[src/rtl/abs_diff_error_monitor_if.sv]
// Bus between the error monitor and its environment: sweep control,
// the vector driven to the candidate, the candidate result and the metrics.
interface abs_diff_error_monitor_if #(
   parameter int W = 2
);
   logic            start;
   logic [2*W-1:0]  dut_in;
   logic [W-1:0]    dut_out;
   logic            busy;
   logic            done;
   logic [W-1:0]    max_err;
   logic [2*W:0]    err_count;
   logic [3*W-1:0]  err_sum;
   logic            pass;

   // Monitor side
   modport master (
      input  start, dut_out,
      output dut_in, busy, done, max_err, err_count, err_sum, pass
   );

   // Environment side: controller plus candidate under test
   modport slave (
      output start, dut_out,
      input  dut_in, busy, done, max_err, err_count, err_sum, pass
   );
endinterface

[src/rtl/abs_diff_error_monitor.sv]
// Exhaustive sweep harness for approximate |a-b| candidates: drives every
// input vector, compares each result against the exact value and
// accumulates worst-case error, mismatch count and total absolute error.
module abs_diff_error_monitor #(
   parameter int W  = 2,
   parameter int ET = 1
) (
   input  logic                      clk,
   input  logic                      rst,
   abs_diff_error_monitor_if.master  bus
);
   localparam int IW = 2 * W;
   localparam int CW = 2 * W + 1;
   localparam int SW = 3 * W;

   localparam logic [1:0] S_IDLE  = 2'd0;
   localparam logic [1:0] S_RUN   = 2'd1;
   localparam logic [1:0] S_DRAIN = 2'd2;
   localparam logic [1:0] S_DONE  = 2'd3;

   logic [1:0]    state;
   logic [IW-1:0] vec;
   logic          start_ok;

   logic          cap_vld;
   logic [W-1:0]  cap_out;
   logic [IW-1:0] cap_in;

   logic [W-1:0]  max_r;
   logic [CW-1:0] cnt_r;
   logic [SW-1:0] sum_r;

   logic [W-1:0]  op_a;
   logic [W-1:0]  op_b;
   logic [W:0]    diff_w;
   logic [W-1:0]  exact;
   logic [W-1:0]  err;

   assign start_ok = bus.start && ((state == S_IDLE) || (state == S_DONE));

   // Exact |a-b| of the captured vector and the candidate's absolute error
   always_comb begin
      op_a   = cap_in[W-1:0];
      op_b   = cap_in[IW-1:W];
      diff_w = (op_a >= op_b) ? ({1'b0, op_a} - {1'b0, op_b})
                              : ({1'b0, op_b} - {1'b0, op_a});
      exact  = diff_w[W-1:0];
      err    = (cap_out >= exact) ? (cap_out - exact) : (exact - cap_out);
   end

   // Sweep sequencer: state and the vector counter driven to the candidate
   always_ff @(posedge clk) begin
      if (rst) begin
         state <= S_IDLE;
         vec   <= '0;
      end else begin
         case (state)
            S_IDLE, S_DONE: begin
               vec <= '0;
               if (bus.start) state <= S_RUN;
            end
            S_RUN: begin
               if (vec == '1) begin
                  state <= S_DRAIN;
                  vec   <= '0;
               end else begin
                  vec <= vec + 1'b1;
               end
            end
            S_DRAIN: begin
               state <= S_DONE;
               vec   <= '0;
            end
            default: begin
               state <= S_IDLE;
               vec   <= '0;
            end
         endcase
      end
   end

   // Stage 1: capture the candidate result together with its vector
   always_ff @(posedge clk) begin
      if (rst) begin
         cap_vld <= 1'b0;
         cap_out <= '0;
         cap_in  <= '0;
      end else begin
         cap_vld <= (state == S_RUN);
         if (state == S_RUN) begin
            cap_out <= bus.dut_out;
            cap_in  <= vec;
         end
      end
   end

   // Stage 2: accumulate metrics; the accepting start edge clears them
   always_ff @(posedge clk) begin
      if (rst || start_ok) begin
         max_r <= '0;
         cnt_r <= '0;
         sum_r <= '0;
      end else if (cap_vld) begin
         if (err > max_r) max_r <= err;
         cnt_r <= cnt_r + CW'(err != '0);
         sum_r <= sum_r + SW'(err);
      end
   end

   assign bus.dut_in    = vec;
   assign bus.busy      = (state == S_RUN) || (state == S_DRAIN);
   assign bus.done      = (state == S_DONE);
   assign bus.max_err   = max_r;
   assign bus.err_count = cnt_r;
   assign bus.err_sum   = sum_r;
   assign bus.pass      = (state == S_DONE) && (int'(max_r) <= ET);
endmodule

[src/flat_wrapper.sv]
// flat-port wrapper written by rule: the top's interface ports become plain ports
module abs_diff_error_monitor_flat 
#(
   parameter int W  = 2,
   parameter int ET = 1
)
  (clk, rst, bus_start, bus_dut_out, bus_dut_in, bus_busy, bus_done, bus_max_err, bus_err_count, bus_err_sum, bus_pass);
  abs_diff_error_monitor_if #(.W(W)) bus_i ();
  input  logic clk;
  input  logic rst;
  input wire logic [$bits(bus_i.start)-1:0] bus_start;
  input wire logic [$bits(bus_i.dut_out)-1:0] bus_dut_out;
  output wire logic [$bits(bus_i.dut_in)-1:0] bus_dut_in;
  output wire logic [$bits(bus_i.busy)-1:0] bus_busy;
  output wire logic [$bits(bus_i.done)-1:0] bus_done;
  output wire logic [$bits(bus_i.max_err)-1:0] bus_max_err;
  output wire logic [$bits(bus_i.err_count)-1:0] bus_err_count;
  output wire logic [$bits(bus_i.err_sum)-1:0] bus_err_sum;
  output wire logic [$bits(bus_i.pass)-1:0] bus_pass;
  assign bus_i.start = bus_start;
  assign bus_i.dut_out = bus_dut_out;
  assign bus_dut_in = bus_i.dut_in;
  assign bus_busy = bus_i.busy;
  assign bus_done = bus_i.done;
  assign bus_max_err = bus_i.max_err;
  assign bus_err_count = bus_i.err_count;
  assign bus_err_sum = bus_i.err_sum;
  assign bus_pass = bus_i.pass;
  abs_diff_error_monitor #(.W(W), .ET(ET)) u_core (.clk(clk), .rst(rst), .bus(bus_i));
endmodule
[config.mk]
export PLATFORM = sky130hd
export DESIGN_NAME = abs_diff_error_monitor_flat
export DESIGN_NICKNAME = d
export VERILOG_FILES = /design/src/rtl/abs_diff_error_monitor_if.sv /design/src/rtl/abs_diff_error_monitor.sv /design/src/flat_wrapper.sv
export SDC_FILE = /design/constraint.sdc
export NUM_CORES = 1
export LEC_CHECK = 0
export ABC_AREA = 1
export CAP_MARGIN = 15
export CORE_MARGIN = 1
export CORE_UTILIZATION = 45
export DETAILED_ROUTE_END_ITERATION = 12
export PLACE_DENSITY = 0.7
export SETUP_SLACK_MARGIN = 0.05
export SLEW_MARGIN = 20
export SYNTH_ARGS = -nofsm -noshare
export SYNTH_HDL_FRONTEND = slang
export SYNTH_SLANG_ARGS = --single-unit
[constraint.sdc]
create_clock -name clk -period 4.92 [get_ports clk]
set_input_delay 0.738 -clock clk [delete_from_list [all_inputs] [get_ports clk]]
set_output_delay 0.738 -clock clk [all_outputs]
set_load 0.05 [all_outputs]
; Yosys cells after proc, flatten, opt, wreduce, memory -nomap -nowiden
; Cells that the tools add are included.
[word_totals]
register_bits = 26
elab_cells = 43
[classes]
n_addsub = 7
order_cmp = 4
eq_ne = 6
n_mux = 7
reduce_logical = 11
[op_table]
columns = operator, n
row1 = $mux W2, 4
row2 = $pmux W4 S2, 1
row3 = $sub A2 B2 Y2, 4
row4 = $add A6 B2 Y6, 1
row5 = $pmux W2 S3, 1
row6 = $add A5 B1 Y5, 1
row7 = $add A4 B1 Y4 const B, 1
row8 = $eq A2 B2 Y1 const B, 2
row9 = $eq A4 B4 Y1 const B, 1
row10 = $ge A2 B2 Y1, 2
row11 = $mux W4, 1
row12 = $reduce_and A2 Y1, 2
row13 = $logic_or A1 B1 Y1, 3
row14 = $reduce_or A3 Y1, 1
row15 = $eq A2 B1 Y1 const B, 1
row16 = $gt A2 B2 Y1, 1
row17 = $le A2 B1 Y1 const B, 1
row18 = $logic_and A1 B1 Y1, 2
row19 = $logic_not A2 Y1, 1
row20 = $ne A2 B1 Y1 const B, 1
row21 = $ne A2 B2 Y1 const B, 1
row22 = $reduce_bool A2 Y1, 1
row23 = $reduce_or A2 Y1, 1

; Longest topological paths before layout
; Gate-level depths: netlist of the first run.
[logic_depth]
depth_word = 6
mapped_depth = 20

; Worst setup path after synthesis of the first run
; OpenSTA, ideal clock, no wires.
[synth_path]
path_type = flip-flop to flip-flop
start = register u_core.cap_in[0]
end = register u_core.cnt_r[4], in the netlist u_core.bus.err_count[4]
arrival_time_ps = 2684
setup_slack_ps = 2117
path_stages_with_launch = 17
path_buffers = 0
period_less_slack_ps = 2803
path_cell_list = dfxtp_1 > inv_1 > ha_1 > fa_1 > nor2_1 > a21oi_1 > fa_1 > inv_1 > nand2_1 > nand2_1 > nand2_1 > ha_1 > ha_1 > nand3_1 > nor2_1 > o21ai_0 > nor2_1
[synth_between]
elab_chain_len = 6
[synth_lines]
columns = element, line
row1 = "start, declared", abs_diff_error_monitor.sv:27  ; logic [IW-1:0] cap_in;
row2 = "start signal, assigned", abs_diff_error_monitor.sv:92  ; cap_in <= vec;
row3 = "$sub A2 B2 Y2, or another cell as far along", abs_diff_error_monitor.sv:46  ; : ({1'b0, op_b} - {1'b0, op_a});
row4 = $mux W2 *, abs_diff_error_monitor.sv:45  ; diff_w = (op_a >= op_b) ? ({1'b0, op_a} - {1'b0, op_b})
row5 = $sub A2 B2 Y2 / $ge A2 B2 Y1 (equally long branches), abs_diff_error_monitor.sv:48  ; err = (cap_out >= exact) ? (cap_out - exact) : (exact - cap_out);
row6 = $mux W2 *, abs_diff_error_monitor.sv:48
row7 = $reduce_bool A2 Y1 *, abs_diff_error_monitor.sv:105  ; cnt_r <= cnt_r + CW'(err != '0);
row8 = $add A5 B1 Y5 *, abs_diff_error_monitor.sv:105
row9 = "end signal, assigned", abs_diff_error_monitor.sv:105
row10 = "end, declared", abs_diff_error_monitor.sv:30  ; logic [CW-1:0] cnt_r;
; Mark *: on every way between the ends. The rest lies on a longest branch, timed or not.
; A chain may end at the register's enable or synchronous reset.

; Final worst setup path of the first run
; Ends and elaborated chain as after synthesis.

==> flow_summary.toml, run 1 <==
[cells_and_area]
final_common_cell = "nand2_1"
fin_nets = 243
multi_input_area_um2 = 790
fill_cells = 317
final-seq-area_um2 = 520
layout.cells.most_common_list = "nand2_1, inv_1, dfxtp_1, clkdlybuf4s50_1, nor2_1"
drive_above_1_share = 0.0509
area_growth_pct = 21.6
diodes = 0

[grt]
grt_overflow = 0
antenna_found_initial = 0
met2_usage = 0.315
grt_pass1_wl_mm = 4.77
grt_pass1_vias = 1149
top_usage_layer = "met2"
grt_use_met1 = 0.229
grt_max_degree = 15
grt_use_met3 = 0.0198
grtUsageTotal = 0.180

[floorplan]
die_area_um2 = 3480
die_y_um = 59.0
start_util = 0.474
core.rowCount = 20
ios = 25
core_um2 = 3080
die-width_um = 59.0

[placement]
place.gp.congestion = 0.743
portBuffers = 24
place_hpwl_mm = 2.23

[outcome]
outcome = "completed"

[sta]
slew_headroom = 0.662
setup_viol = 0
finalWorstPathRequiredPeriod_ns = 3.01
finalSetupTns_ns = 0
skew_ns = 0.00269
fmax_ghz = 0.333
rsz0062_at_grt = "no"
whs_ns = 0.466
worstMarginPinSlew_ns = 0.505
slew_violations = 0
hold_viol = 0
period_share = 0.611

[setup_path]
worstPathArrival_ns = 3.23
reg2regPathDepth = 17
cp_data_required_time_ns = 5.15
slowest_stage = "fa_1"
rr_startpoint = "u_core.cap_in[0]"
crit_type = "flip-flop to flip-flop"
cp-end-kind = "flip-flop"
worstPathMaxFanout = 3
cp_slowest_stage_delay_ns = 0.43
cp-startpoint = "u_core.cap_in[0]"
worstSetupStartpointType = "flip-flop"
crit_path_cell_trace = "inv_1 -> ha_1 -> fa_1 -> a21boi_0 -> nor2_1 -> a21oi_1 -> fa_1 -> a21oi_1 -> nand2_1 -> nand2_1 -> nand2_1 -> ha_1 -> ha_1 -> nand3_1 -> nor2_1 -> o21ai_0 -> nor2_1"

[job]
max-cap-violations = 0

[drt]
drt_pass1_iterations = 4
first_iter_violations = 28
final_antenna_net_count = 0
vias_per_cell = 4.70
num_vias = 1223
drc = 0
wl_per_cell_um = 10.7
drt_wl_total_mm = 2.77

[logic_synthesis]
syn_avg_cell_area_um2 = 7.69
synth_fp_nets = 216
syn_inst = 190
synth_cell_types = 21
ys_seq_area_frac = 0.356
yosys_warnings = 0
syn_area_um2 = 1460
synth.ff_latch_count = 26

[cts]
cts-hold-fix-buffers = 0
cts_resized = 0
cts-root-buf = "clkbuf_4"
post_cts_buffers = 0
cts.clk_slew.worst_paths_ns = 0.14
clk_latency_ns = 0.32
cts_tree = "yes"
cts_buffers = 3
htreeDepth = 1
cts_sinks = 26
cts_max_path_buffers = 2

[power]
leakage_nw = 0.770
ir_drop_mv = 0.308
p_per_area_nw_per_um2 = 664

[hold_path]
hold_path.class = "flip-flop to flip-flop"
min_path_cells = 2
worstHoldStart = "u_core.bus.err_sum[4]"
==> path summary, 6_finish.rpt <==
check                                                to  slack [ns]
worst max-delay path            u_core.bus.err_count[4]        1.91
worst min-delay path              u_core.bus.err_sum[4]        0.47
worst max register to register  u_core.bus.err_count[4]        1.91
worst min register to register    u_core.bus.err_sum[4]        0.47
==> where the power goes <==
part           switching [mW]  leakage [nW]  internal, mW
clock                  0.0648        0.0210        0.0452
sequential             0.0412         0.211         0.252
combinational           0.491         0.538         0.284
total                   0.597         0.770         0.581
==> cell type report <==
type	instances	share of cell area
Clock buffer	4	0.0204
Inverter	35	0.0754
Multi-Input combinational cell	127	0.445
Sequential cell	26	0.293
Tap cell	44	0.0310
Timing Repair Buffer	24	0.135
==> synthesized netlist by cell type (all sizes together) <==
library cell,number,area share
nor2,21,0.054
a21oi,21,0.087
and3,1,0.0043
fa,3,0.041
xnor2,2,0.012
nand4,1,0.0043
buf,2,0.011
inv,35,0.092
nand3,6,0.021
o21ai,11,0.038
or2,2,0.0086
o21a,1,0.0051
nand2,38,0.10
dfxtp,26,0.36
nor3b,1,0.0051
a21boi,1,0.0051
ha,18,0.15
==> per-stage QoR <==
step                instance area [µm²]  setup WS [ns]   util  power (mW)  cells
floorplan                          1460           2.12      -       0.906    190
global placement                   1740           2.02  0.565        1.03    256
detailed placement                 1740           1.92  0.565        1.08    256
CTS                                1780           1.89  0.577        1.18    260
global route                       1780           1.55  0.577        1.31    260
finish                             1780           1.91  0.577        1.18    260
==> layer usage <==
metal	part of all wire	wire, µm
met1	0.48	1320
met2	0.49	1360
met3	0.025	68
met4	0.0069	19
met5	0	0
==> cell families after synthesis <==
logic type                 count (synthesis)  share of synthesized area
xor gates and xnor gates                   2                     0.0120
buffers and inverters                     37                      0.103
adders and majority gates                 21                      0.195
AOI/OAI and AO/OA                         34                      0.135
DFF                                       26                      0.356
and+or+nand+nor                           70                      0.198
==> worst max-delay path, delay by kind of cell (launching register included) <==
| kind | cells | cell delay (ns) |
|---|---|---|
| fa+ha+maj | 5 | 1.40 |
| simple gates | 7 | 0.60 |
| compound gates | 4 | 0.48 |
| flops | 1 | 0.36 |
| buf+inv | 1 | 0.06 |
==> sequential cells by signal, indices dropped and copies added (netlist names) <==
signal / flops
u_core.bus.dut_in: 4
u_core.bus.err_count: 5
u_core.bus.err_sum: 6
u_core.bus.max_err: 2
u_core.cap_in: 4
u_core.cap_out: 2
u_core.cap_vld: 1
u_core.state: 2
Power figures use the tool's default switching activity.
==> run 2, diff against run 1 <==
Clock period 4.92 ns to 3.1 ns, I/O delays scaled along.
==> run 2 against run 1 <==
Compared with the run above: largest cell class unchanged; clock skew up 0.0014 ns; cell count up 0.77%; clock-buffer cell count unchanged; critical endpoint is now u_core.bus.err_sum[5]; routed wire length up 10%.
==> flow_summary.toml, run 2 (synthesized netlist as in run 1, its figures left out) <==
[floorplan]
die-width_um = 59.0
die_area_um2 = 3480
ios = 25
die_y_um = 59.0
core.rowCount = 20
core_um2 = 3080
start_util = 0.474

[cells_and_area]
postLayoutCellArea_um2 = 1890
largest_reg_flops = 6
layout.cells.most_common_list = "inv_1, nand2_1, dfxtp_1, clkdlybuf4s50_1, nor2_1"
drive_above_1_share = 0.142
area_growth_pct = 29.2
final_core_util = 0.613
final_common_cell = "inv_1"
fin_nets = 245
diodes = 0

[grt]
grt_max_degree = 15
grtUsageTotal = 0.180
grt_overflow = 0
antenna_found_initial = 0
grt_pass1_wl_mm = 4.77
grt_pass1_vias = 1149

[setup_path]
reg2reg_slack_ns = 0.18
rr_endpoint = "u_core.bus.err_sum[5]"
worstSetupStartpointType = "flip-flop"
crit_type = "flip-flop to flip-flop"
cp-startpoint = "u_core.cap_in[0]"
cp_data_required_time_ns = 3.34
worstPathMaxFanout = 4
cp-end-kind = "flip-flop"
worstPathArrival_ns = 3.16
rr_startpoint = "u_core.cap_in[0]"
reg2regPathDepth = 19
critical_path.endpoint = "u_core.bus.err_sum[5]"

[cts]
cts-hold-fix-buffers = 0
cts_max_path_buffers = 2
cts.clk_slew.worst_paths_ns = 0.14
cts_buffers = 3
htreeDepth = 1
cts_sinks = 26
clk_latency_ns = 0.32
cts_tree = "yes"
cts-root-buf = "clkbuf_4"

[hold_path]
hold_path.class = "flip-flop to flip-flop"

[job]
max-cap-violations = 0

[sta]
fmax_ghz = 0.342
worstMarginPinSlew_ns = 0.507
hold_viol = 0
finalWorstPathRequiredPeriod_ns = 2.92
slew_headroom = 0.661
period_share = 0.943
slew_violations = 0
skew_ns = 0.00407
finalSetupTns_ns = 0
setup_viol = 0

[placement]
dpl_cell_area_um2 = 1740
place_hpwl_mm = 2.23
portBuffers = 24
place.gp.congestion = 0.743

[drt]
vias_per_cell = 4.84
drt_wl_total_mm = 3.05
first_iter_violations = 24
drt_pass1_iterations = 4
wl_per_cell_um = 11.6
final_antenna_net_count = 0
drc = 0
num_vias = 1268

[outcome]
outcome = "completed"
## run 2: cell count changes in the layout (fill, tap and decap cells not counted), moves of 4 or more
cell	before	now
ha_1	18	14
ha_4	0	4
nand2_1	36	31
nand2_2	2	6
## run 2: metrics by stage
| step | hold slack (ns) | std cells | setup slack, ns |
|---|---|---|---|
| after floorplan | 0.455 | 190 | 0.297 |
| after global placement | 0.443 | 256 | 0.199 |
| after detailed placement | 0.454 | 256 | 0.101 |
| after CTS | 0.473 | 260 | 0.0715 |
| after global routing | 0.499 | 262 | -0.0177 |
| final | 0.468 | 262 | 0.177 |
## run 2: worst min path at each step
stage | start | to | cells past startpoint
3_5_place_dp | u_core.bus.err_sum[4] | u_core.bus.err_sum[4] | 2
5_1_grt | u_core.bus.err_sum[4] | u_core.bus.err_sum[4] | 2
6_report | u_core.bus.err_sum[4] | u_core.bus.err_sum[4] | 2
3_3_place_gp | u_core.bus.err_sum[4] | u_core.bus.err_sum[4] | 2
2_1_floorplan | u_core.cap_in[2] | u_core.cap_in[2] | 2
4_1_cts | u_core.bus.err_sum[4] | u_core.bus.err_sum[4] | 2
## run 2: layout make-up
class | instances | area [µm²]
tap | 44 | 55.1
inverter | 35 | 134
timing repair buffer | 26 | 255
clock buffer | 4 | 36.3
multi-input combinational | 127 | 885
fill | 300 | 1190
sequential | 26 | 522
## run 2: critical path, stage by stage, from the launching register on
cell      delay [ns]
dfxtp_2         0.36
inv_1           0.06
ha_1            0.22
fa_1            0.35
a21boi_1        0.15
nor2_1          0.14
a21oi_2         0.06
buf_4           0.15
ha_4            0.28
nand2_1         0.05
nand2_1         0.08
nand2_2         0.09
nand2_4         0.10
inv_2           0.06
ha_1            0.28
nand2_1         0.07
nand2_2         0.08
nand3_2         0.07
o21ai_1         0.15
nor2_1          0.05
## run 2: what timing repair did
item / in CTS / in global routing
endpoints found under the setup margin: 0 / 11
resized for setup: 0 / 24
buffers inserted: 0 / 2
## run 2: per-layer routing
metal	track usage	share of wire	wire (µm)	vias to the layer above
li1	-	-	-	656
met2	0.315	0.50	1530	16
met1	0.229	0.46	1390	591
met5	0	0	0	-
met4	0.0612	0.019	57	0
met3	0.0198	0.021	64	5
Power of run 2 is left out: the tool's default activity adds up to more than one toggle a clock period on the data nets, which glitch-free logic cannot reach.
